File: config.mk
export PLATFORM = sky130hd
export DESIGN_NAME = circuit_sweep_harness_flat
export DESIGN_NICKNAME = d
export VERILOG_FILES = /design/src/rtl/circuit_sweep_harness_if.sv /design/src/rtl/circuit_sweep_harness.sv /design/src/flat_wrapper.sv
export SDC_FILE = /design/constraint.sdc
export NUM_CORES = 1
export LEC_CHECK = 0
export CORE_AREA = 2 2 89 91
export DETAILED_ROUTE_END_ITERATION = 8
export DIE_AREA = 0 0 91 93
export MAX_ROUTING_LAYER = met4
export PLACE_DENSITY_LB_ADDON = 0.08
export SLEW_MARGIN = 20
export SYNTH_ARGS = -nofsm -noshare
export SYNTH_HDL_FRONTEND = slang
export SYNTH_SLANG_ARGS = --single-unit
File: constraint.sdc
create_clock -name clk -period 2 [get_ports clk]
set_clock_uncertainty 0.1 [all_clocks]
set_input_delay 0.4 -clock clk [delete_from_list [all_inputs] [get_ports clk]]
set_output_delay 0.4 -clock clk [all_outputs]
set_load 0.03 [all_outputs]
File: src/rtl/circuit_sweep_harness_if.sv
// Result handshake between the sweep harness and its log/host sink.
interface circuit_sweep_harness_if #(
  parameter int IO_WIDTH  = 8,
  parameter int IDX_WIDTH = 8
);
  logic                 res_valid;
  logic                 res_ready;
  logic [IDX_WIDTH-1:0] res_stim;
  logic [IO_WIDTH-1:0]  res_data;

  modport master (output res_valid, res_stim, res_data, input res_ready);
  modport slave  (input res_valid, res_stim, res_data, output res_ready);
endinterface

File: src/rtl/circuit_sweep_harness.sv
// Clocked exhaustive-sweep harness: drives index vectors into a combinational circuit,
// captures each settled response and streams it out. Optional macro: SWEEP_SIGNATURE_EN.
module circuit_sweep_harness #(
  parameter int IO_WIDTH      = 8,
  parameter int ITERATIONS    = 256,
  parameter int SETTLE_CYCLES = 1,
  parameter int CNT_WIDTH     = 32,
  parameter int IDX_WIDTH     = (ITERATIONS > 1) ? $clog2(ITERATIONS) : 1
) (
  input  logic                    clk,
  input  logic                    rst,
  input  logic                    start,
  output logic [IO_WIDTH-1:0]     dut_in,
  input  logic [IO_WIDTH-1:0]     dut_out,
  circuit_sweep_harness_if.master res,
  output logic                    busy,
  output logic                    done,
  output logic [CNT_WIDTH-1:0]    cycle_count,
  output logic [IO_WIDTH-1:0]     signature
);
  localparam int SET_W = (SETTLE_CYCLES > 1) ? $clog2(SETTLE_CYCLES) : 1;
  localparam logic [SET_W-1:0]     SETTLE_RELOAD = SET_W'(SETTLE_CYCLES - 1);
  localparam logic [IDX_WIDTH-1:0] LAST_IDX      = IDX_WIDTH'(ITERATIONS - 1);

  if (SETTLE_CYCLES < 1) begin : g_bad_settle
    $error("circuit_sweep_harness: SETTLE_CYCLES must be >= 1");
  end
  if (ITERATIONS < 1) begin : g_bad_iter
    $error("circuit_sweep_harness: ITERATIONS must be >= 1");
  end

  typedef enum logic [1:0] {S_IDLE, S_SETTLE, S_EMIT, S_DONE} state_t;

  state_t               state_q, state_d;
  logic [IDX_WIDTH-1:0] index;
  logic [SET_W-1:0]     settle_cnt;
  logic                 go, cap, acc, last;

  function automatic logic [IO_WIDTH-1:0] to_io(input logic [IDX_WIDTH-1:0] i);
    logic [IO_WIDTH+IDX_WIDTH-1:0] w;
    w = {{IO_WIDTH{1'b0}}, i};
    return w[IO_WIDTH-1:0];
  endfunction

  function automatic logic [CNT_WIDTH-1:0] sat_inc(input logic [CNT_WIDTH-1:0] c);
    return (&c) ? c : c + 1'b1;
  endfunction

  assign last = (index == LAST_IDX);

  always_ff @(posedge clk) begin
    if (rst) state_q <= S_IDLE;
    else     state_q <= state_d;
  end

  always_comb begin
    state_d = state_q;
    go      = 1'b0;
    cap     = 1'b0;
    acc     = 1'b0;
    case (state_q)
      S_IDLE, S_DONE: begin
        if (start) begin
          state_d = S_SETTLE;
          go      = 1'b1;
        end
      end
      S_SETTLE: begin
        if (settle_cnt == '0) begin
          state_d = S_EMIT;
          cap     = 1'b1;
        end
      end
      S_EMIT: begin
        if (res.res_valid && res.res_ready) begin
          acc     = 1'b1;
          state_d = last ? S_DONE : S_SETTLE;
        end
      end
      default: state_d = S_IDLE;
    endcase
  end

  // The edge that accepts start is itself a busy edge, so the count begins at 1.
  always_ff @(posedge clk) begin
    if (rst) begin
      index         <= '0;
      settle_cnt    <= '0;
      dut_in        <= '0;
      res.res_valid <= 1'b0;
      res.res_stim  <= '0;
      res.res_data  <= '0;
      busy          <= 1'b0;
      done          <= 1'b0;
      cycle_count   <= '0;
    end else begin
      if (busy) cycle_count <= sat_inc(cycle_count);
      if (go) begin
        index       <= '0;
        dut_in      <= '0;
        settle_cnt  <= SETTLE_RELOAD;
        busy        <= 1'b1;
        done        <= 1'b0;
        cycle_count <= CNT_WIDTH'(1);
      end else if (state_q == S_SETTLE && settle_cnt != '0) begin
        settle_cnt <= settle_cnt - 1'b1;
      end
      if (cap) begin
        res.res_data  <= dut_out;
        res.res_stim  <= index;
        res.res_valid <= 1'b1;
      end
      if (acc) begin
        res.res_valid <= 1'b0;
        if (last) begin
          busy <= 1'b0;
          done <= 1'b1;
        end else begin
          index      <= index + 1'b1;
          dut_in     <= to_io(index + 1'b1);
          settle_cnt <= SETTLE_RELOAD;
        end
      end
    end
  end

`ifdef SWEEP_SIGNATURE_EN
  logic [IO_WIDTH-1:0] sig_rot;
  if (IO_WIDTH == 1) begin : g_sig_1
    assign sig_rot = signature;
  end else begin : g_sig_w
    assign sig_rot = {signature[IO_WIDTH-2:0], signature[IO_WIDTH-1]};
  end

  always_ff @(posedge clk) begin
    if (rst || go) signature <= '0;
    else if (acc)  signature <= sig_rot ^ res.res_data;
  end
`else
  assign signature = '0;
`endif
endmodule

File: src/flat_wrapper.sv
// flat-port wrapper written by rule: the top's interface ports become plain ports
module circuit_sweep_harness_flat 
#(
  parameter int IO_WIDTH      = 8,
  parameter int ITERATIONS    = 256,
  parameter int SETTLE_CYCLES = 1,
  parameter int CNT_WIDTH     = 32,
  parameter int IDX_WIDTH     = (ITERATIONS > 1) ? $clog2(ITERATIONS) : 1
)
  (clk, rst, start, dut_in, dut_out, busy, done, cycle_count, signature, res_res_valid, res_res_stim, res_res_data, res_res_ready);
  circuit_sweep_harness_if #(.IO_WIDTH(IO_WIDTH), .IDX_WIDTH(IDX_WIDTH)) res_i ();
  input  logic clk;
  input  logic rst;
  input  logic start;
  output logic [IO_WIDTH-1:0] dut_in;
  input  logic [IO_WIDTH-1:0] dut_out;
  output logic busy;
  output logic done;
  output logic [CNT_WIDTH-1:0] cycle_count;
  output logic [IO_WIDTH-1:0] signature;
  output wire logic [$bits(res_i.res_valid)-1:0] res_res_valid;
  output wire logic [$bits(res_i.res_stim)-1:0] res_res_stim;
  output wire logic [$bits(res_i.res_data)-1:0] res_res_data;
  input wire logic [$bits(res_i.res_ready)-1:0] res_res_ready;
  assign res_res_valid = res_i.res_valid;
  assign res_res_stim = res_i.res_stim;
  assign res_res_data = res_i.res_data;
  assign res_i.res_ready = res_res_ready;
  circuit_sweep_harness #(.IO_WIDTH(IO_WIDTH), .ITERATIONS(ITERATIONS), .SETTLE_CYCLES(SETTLE_CYCLES), .CNT_WIDTH(CNT_WIDTH), .IDX_WIDTH(IDX_WIDTH)) u_core (.clk(clk), .rst(rst), .start(start), .dut_in(dut_in), .dut_out(dut_out), .res(res_i), .busy(busy), .done(done), .cycle_count(cycle_count), .signature(signature));
endmodule
==> Word-level counts from Yosys, hierarchy flattened <==
Cells that the tools add are included.
{ "op_classes": {"addsub": 3, "eq_ne": 8, "n_mux": 30, "bitwise": 1, "n_reduce_logical": 11} }
{ "op_table": {"columns": ["op", "count"], "rows": [
  ["$mux 8", 6],
  ["$add 32x1->32 const B", 1],
  ["$reduce_and 32->1", 1],
  ["$mux 1", 19],
  ["$add 8x1->8 const B", 1],
  ["$eq 8x8->1 const B", 1],
  ["$mux 2", 4],
  ["$pmux 2 s3", 1],
  ["$reduce_or 2->1", 3],
  ["$eq 2x2->1 const B", 2],
  ["$ne 2x1->1 const B", 2],
  ["$ne 2x2->1 const B", 2],
  ["$reduce_and 2->1", 2],
  ["$reduce_and 3->1", 1],
  ["$eq 2x1->1 const B", 1],
  ["$logic_and 1x1->1", 2],
  ["$logic_not 2->1", 1],
  ["$reduce_bool 2->1", 1],
  ["$not 1->1", 1],
  ["$sub 1x1->1 const B", 1]
]} }
{ "totals": {"ff_bits": 70, "inputBits": 12, "elab_cells": 64} }

==> Depth between registers and ports, before layout <==
Gate-level depths: netlist of run 1.
{ "depth": {"ltp_word": 6, "mapped_depth": 8} }

==> Least setup slack after synthesis of run 1 <==
Ideal clock, no wire load.
{ "synth_path": {"path_kind": "register to register", "start": "register u_core.cycle_count[0]", "end": "register u_core.cycle_count[26]", "setup_ns": 0.070, "arrival_time_ns": 1.950, "t_required_ns": 1.830, "slack_ns": -0.121, "stages_incl_launch_ff": 8, "n_path_buf": 2, "path_cell_list": "dfxtp_1 ha_1 and2_1 clkbuf_1 o211ai_1 buf_2 or4_1 a21oi_1"} }
{ "synth_between": {"elab_chain_cells": 3, "elab_cells_between_ends": 4, "cone_classes": "1 x add/sub; 1 x bitwise; 2 x reduce/logical"} }
{ "synth_rtl": {"columns": ["item", "line", "source"], "rows": [
  ["from (decl)", "circuit_sweep_harness.sv:18", "output logic [CNT_WIDTH-1:0] cycle_count,"],
  ["from (signal assigned)", "circuit_sweep_harness.sv:97", "if (busy) cycle_count <= sat_inc(cycle_count);"],
  ["branches (longest 3 deep; another with $add 32x1->32)", null, null]
]} }
Parallel ways; which one is timed is not known.
A chain may end at the register's enable or synchronous reset.

==> Worst setup path after layout of run 1 <==
{ "layout_path": {"start": "register u_core.cycle_count[21]", "end": "output cycle_count[21]"} }
{ "layout_rtl": {"columns": ["item", "line", "source"], "rows": [
  ["to (decl)", "flat_wrapper.sv:19", "output logic [CNT_WIDTH-1:0] cycle_count;"]
]} }
No word-level cell between the ends.

==> flow_summary.yaml, run 1 <==
outcome:
  run_status: "completed"
clocking:
  clk_latency_ps: 330
  htree_levels: 3
  clk_path_buf_depth: 2
  clk_pin_slew_ps: 80
  cts_tree: "built"
  hold_buffers: 0
  cts_made_buffers: 9
  cts-root-buf: "clkbuf_8"
  cts.sinks: 70
yosys:
  seq_area_frac_synth: 0.4265
  ys_async_sr_fraction: 0
  yosysUniqueCellTypes: 51
  yosys_warnings: 0
  ys_seq_elements: 70
  syn_inst: 404
  synth_ff_type: "dfxtp_1"
  synth_edf_count: 0
  synth_area_sq_mm: 0.003286
  avgSynthCellArea_sq_um: 8.133
grt:
  antenna_found_initial: 0
  grt_usage: 0.2122
  grt.overflow.total: 0
  grt_max_degree: 40
  grt_pass1_vias: 3142
  grt_pass1_wl_microns: 14370
finish:
  layout_commonest_cell: "nand2_1"
  diodes: 0
  synthToLayoutAreaGrowth_pct: 44.02
  final_cells: 627
  fin_nets: 537
  drive_above_1_share: 0.2095
  final_area_sq_mm: 0.004732
  most-common-layout-cells: "69 x nand2_1, 57 x a21oi_1, 57 x clkdlybuf4s50_1"
  nFillCells: 686
floorplanning:
  core_sq_mm: 0.007527
  initial_utilization: 0.4365
  dieHeight_microns: 93
  die-area_sq_mm: 0.008463
  std_cell_rows: 32
  io_pins: 79
  die_width_microns: 91
route:
  via_per_inst: 5.343
  wire_per_inst_microns: 13.96
  wl_microns: 8751
  first_pass_iters: 4
  postRouteAntennaNets: 0
  vias: 3350
  drc_errors: 0
  drt_first_iter_violations: 98
flow_run:
  max_cap_violations: 0
hold_path:
  hold_path.class: "flop to flop"
power:
  peakVddDrop_v: 0.0004441
  power.share.clock: 0.414
  switchingPower_uw: 886.6
  switching_share: 0.2658
  power_density_mw_per_mm2: 704.8
  pwr-share-seq: 0.438
  p_comb_frac: 0.148
  intPower_mw: 2.448
  p_leak_nw: 1.932
setup_path:
  cp_cell_sequence: "clkdlybuf4s50_1"
  cp-end-kind: "output pin"
  crit_fanout: 5
  slowest_stage: "clkdlybuf4s50_1"
  critPathLaunchType: "flop"
  slowest_delay_ps: 700
  path_buf_inv: 1
  worst-endpoint-required_ps: 1500
  critical_path_class: "flop to output pin"
  cp.arrival_ps: 1450
  path_delay_family: "buffers and inverters"
timing:
  fmax_mhz: 512.1
  fin_crit_sh: 0.9763
  setup_viol: 0
  finalCriticalPeriod_ps: 1953
  setup_tns_ps: 0
  slew_viol_final: 0
  hold_violations: 0
  rsz0062_at_grt: "no"
placement:
  dpl_cell_area_sq_mm: 0.004407
  io_buffers: 70
  dpl.hpwl_microns: 6283
  gp_congestion: 0.8321
  place_inst: 609
area by class of cell:
| class | count | area (sq um) | area share |
|---|---|---|---|
| Multi-Input combinational cell | 307 | 1764 | 0.3728 |
| Clock inverter | 7 | 122.6 | 0.02591 |
| Inverter | 6 | 22.52 | 0.004759 |
| Tap cell | 102 | 127.6 | 0.02697 |
| Sequential cell | 70 | 1425 | 0.3012 |
| Clock buffer | 9 | 123.9 | 0.02618 |
| Timing Repair Buffer | 126 | 1146 | 0.2422 |
repair_timing:
action	4_1_cts	5_1_grt
pin swaps	0	6
cloned	0	1
gates resized for setup	5	18
setup buffers	0	1
endpoints found under the setup margin	17	27
Yosys cell counts (4+ instances only):
library cell,instances,area [sq um]
nor3_1,4,20.02
buf_2,5,25.02
or3_1,15,93.84
clkbuf_1,11,41.29
dfxtp_1,70,1401
ha_1,5,62.56
nand4_1,8,50.05
nor2_1,17,63.81
a31oi_1,6,37.54
o21ai_1,6,30.03
and2_1,5,31.28
or4_1,11,82.58
inv_1,6,22.52
nand3_1,17,85.08
buf_4,10,75.07
a21oi_1,58,290.3
nand2_1,69,259.0
o31ai_1,7,52.55
and3_1,9,56.30
o21ai_0,18,90.09
state kept, by name (all words and copies together) (netlist names):
name                  flops
u_core.done               1
u_core.res.res_data       8
u_core.busy               1
u_core.res.res_stim       8
u_core.res.res_valid      1
u_core.state_q            2
u_core.settle_cnt         1
u_core.dut_in             8
u_core.index              8
u_core.cycle_count       32
metal layers:
| metal | vias up | wire length [microns] | GRT usage |
|---|---|---|---|
| li1 | 1681 | - | - |
| met3 | 4 | 358 | 0.03868 |
| met4 | 0 | 57 | 0.08460 |
| met5 | - | 0 | - |
| met2 | 71 | 4556 | 0.3691 |
| met1 | 1594 | 3778 | 0.2436 |
kinds of logic (layout without fill, tap and decap cells):
| logic type | count (synthesis) | after routing | synth area share |
|---|---|---|---|
| flops | 70 | 70 | 0.4265 |
| simple gates | 179 | 179 | 0.2913 |
| other cells | 1 | 8 | 0.001141 |
| mux | 1 | 1 | 0.003047 |
| fa+ha+maj | 5 | 5 | 0.01904 |
| xor+xnor | 3 | 3 | 0.007998 |
| buf+inv | 35 | 148 | 0.06016 |
| compound gates | 110 | 111 | 0.1908 |
worst paths after layout:
path / startpoint / end / slack (ps) / cells after the start
min: u_core.res.res_data[7]$_SDFFE_PP0P_ / u_core.res.res_data[7]$_SDFFE_PP0P_ / 360 / 2
max: u_core.cycle_count[21]$_SDFFE_PP0P_ / cycle_count[21] / 50 / 1
min reg2reg: u_core.res.res_data[7]$_SDFFE_PP0P_ / u_core.res.res_data[7]$_SDFFE_PP0P_ / 360 / 2
max reg2reg: u_core.cycle_count[21]$_SDFFE_PP0P_ / u_core.cycle_count[24]$_SDFFE_PP0P_ / 70 / 6
per-stage QoR:
step                setup WS, ps  hold WS (ps)    util  power [mW]
floorplan                  1.038         369.7       -       1.787
global placement          -358.5         343.5  0.5854       1.974
detailed placement        -425.4         349.3  0.5854       1.981
CTS                        5.529         360.7  0.6197       3.370
global route               1.020         376.3  0.6287       3.492
finish                     47.37         357.2  0.6287       3.335
worst min-delay path, cell delays in order (launching register included):
cell and delay, ps:
dfxtp_1 310, nand2_1 50, a21oi_1 50
power by group through the flow:
stage                     logic, mW  clock network (mW)  registers [mW]
after global routing          0.540                1.49            1.47
final                         0.495                1.38            1.46
after global placement        0.482                   0            1.49
after floorplan               0.229                   0            1.56
after CTS                     0.492                1.42            1.46
after detailed placement      0.487                   0            1.49
(Power assumes the default switching activity.)
==> run 2: changes to the inputs <==
- PLACE_DENSITY: default -> 0.75
- PLACE_DENSITY_LB_ADDON: 0.08 -> default
==> run 2 against run 1 <==
Net effect: first-iteration DRC count rose by 37%; routed wire length grew 2.8%; non-clock buffer count increased by 5.
==> flow_summary.yaml, run 2 (synthesized netlist as in run 1, its figures left out) <==
finish:
  nFillCells: 697
  largest_reg_flops: 32
  drive_above_1_share: 0.2208
  fin_nets: 542
  final_cells: 632
  diodes: 0
  layout_commonest_cell: "nand2_1"
  most-common-layout-cells: "69 x nand2_1, 61 x buf_4, 57 x a21oi_1"
  largest_register: "u_core.cycle_count"
  postLayoutCoreUtil: 0.6295
  synthToLayoutAreaGrowth_pct: 44.21
outcome:
  run_status: "completed"
power:
  total_power_mw: 3.158
  peakVddDrop_v: 0.0003974
  power_density_mw_per_mm2: 666.5
  p_leak_nw: 1.972
setup_path:
  worst-endpoint-required_ps: 1500
  r2r_slack_ps: 70
  crit_fanout: 4
  cp.arrival_ps: 1460
  cp-end-kind: "output pin"
  critPathLaunchType: "flop"
  r2r_end: "u_core.cycle_count[25]$_SDFFE_PP0P_"
  critical_path_class: "flop to output pin"
  r2r_cells: 5
  rr_startpoint: "u_core.cycle_count[30]$_SDFFE_PP0P_"
hold_path:
  worstHoldEndpoint: "u_core.res.res_data[1]$_SDFFE_PP0P_"
  hold_path.class: "flop to flop"
  holdPathStages: 2
  hold_start: "u_core.res.res_data[1]$_SDFFE_PP0P_"
grt:
  antenna_found_initial: 0
  grt.overflow.total: 0
  grt_pass1_vias: 3267
  grt_usage: 0.2184
  grt_max_degree: 31
  grt_pass1_wl_microns: 14750
timing:
  rsz0062_at_grt: "no"
  fin_crit_sh: 0.9813
  finalCriticalPeriod_ps: 1963
  setup_viol: 0
  fmax_mhz: 509.5
  setup_tns_ps: 0
  slew_viol_final: 0
  hold_violations: 0
route:
  drc_errors: 0
  via_per_inst: 5.441
  drt_first_iter_violations: 134
  postRouteAntennaNets: 0
  wire_per_inst_microns: 14.23
  vias: 3439
  first_pass_iters: 4
  wl_microns: 8995
placement:
  place_inst: 613
  dpl.hpwl_microns: 6416
  gp_congestion: 0.8496
  io_buffers: 70
floorplanning:
  die_width_microns: 91
  initial_utilization: 0.4365
  die-area_sq_mm: 0.008463
  dieHeight_microns: 93
  std_cell_rows: 32
  core_sq_mm: 0.007527
  io_pins: 79
clocking:
  clk_pin_slew_ps: 80
  cts-root-buf: "clkbuf_8"
  htree_levels: 3
  clk_latency_ps: 350
  cts_tree: "built"
  cts.sinks: 70
  hold_buffers: 0
  clk_path_buf_depth: 2
  cts_made_buffers: 9
flow_run:
  max_cap_violations: 0
[run 2: changes by cell type in the layout (fill, tap and decap cells not counted), sizes merged]
cell	before	now
buf	56	61
bufinv	3	1
clkbuf	9	11
clkdlybuf4s50	57	55
clkinv	2	4
clkinvlp	2	0
dlygate4sd2	2	3
dlymetal6s2s	11	12
[run 2: worst max-delay path by stage]
stage	from	endpoint	slack (ps)	cells after the start
3_3_place_gp	u_core.index[0]$_SDFF_PP0_	u_core.dut_in[3]$_SDFF_PP0_	40	6
3_5_place_dp	u_core.index[0]$_SDFF_PP0_	u_core.dut_in[5]$_SDFF_PP0_	-30	6
4_1_cts	u_core.cycle_count[19]$_SDFFE_PP0P_	cycle_count[19]	0.4	2
6_report	u_core.cycle_count[26]$_SDFFE_PP0P_	cycle_count[26]	40	2
2_1_floorplan	u_core.cycle_count[7]$_SDFFE_PP0P_	u_core.cycle_count[23]$_SDFFE_PP0P_	1	6
5_1_grt	u_core.cycle_count[30]$_SDFFE_PP0P_	u_core.cycle_count[0]$_SDFFE_PP0P_	0.1	7
[run 2: per-layer routing]
metal / global-route usage / vias up / wire [microns]
met5: - / - / 0
met4: 0.08081 / 0 / 123
met3: 0.03465 / 14 / 435
met2: 0.3809 / 100 / 4553
met1: 0.2557 / 1636 / 3882
li1: - / 1689 / -
[run 2: critical path: stages (launching register included)]
cell and delay [ps]:
dfxtp_1 330, buf_4 120, clkdlybuf4s50_1 660
[run 2: power by group]
group	internal, mW	leakage (nW)	switching (mW)
logic	0.183	1.29	0.306
clock network	0.644	0.109	0.559
registers	1.44	0.575	0.0301
[run 2: timing repair]
| item | CTS | global route |
|---|---|---|
| resized for setup | 5 | 20 |
| endpoints found under the setup margin | 9 | 38 |
| buffers inserted | 0 | 2 |
| pin swaps | 0 | 2 |
| cloned | 0 | 1 |
[run 2: final cells by class]
type	instances	area [sq um]	area share
sequential	70	1425	0.3008
multi-input combinational	307	1769	0.3734
tap	102	127.6	0.02693
timing repair buffer	131	1185	0.2501
clock buffer	11	151.4	0.03195
clock inverter	5	57.56	0.01215
inverter	6	22.52	0.004753
[run 2: through the flow]
| step | cell area (sq um) | hold WS (ps) | setup WS [ps] |
|---|---|---|---|
| 4_1_cts | 4656 | 358.6 | 0.3755 |
| 3_3_place_gp | 4437 | 342.0 | 37.52 |
| 3_5_place_dp | 4437 | 348.1 | -28.55 |
| 2_1_floorplan | 3334 | 369.7 | 1.038 |
| 5_1_grt | 4738 | 381.4 | 0.1277 |
| 6_report | 4738 | 355.6 | 37.40 |
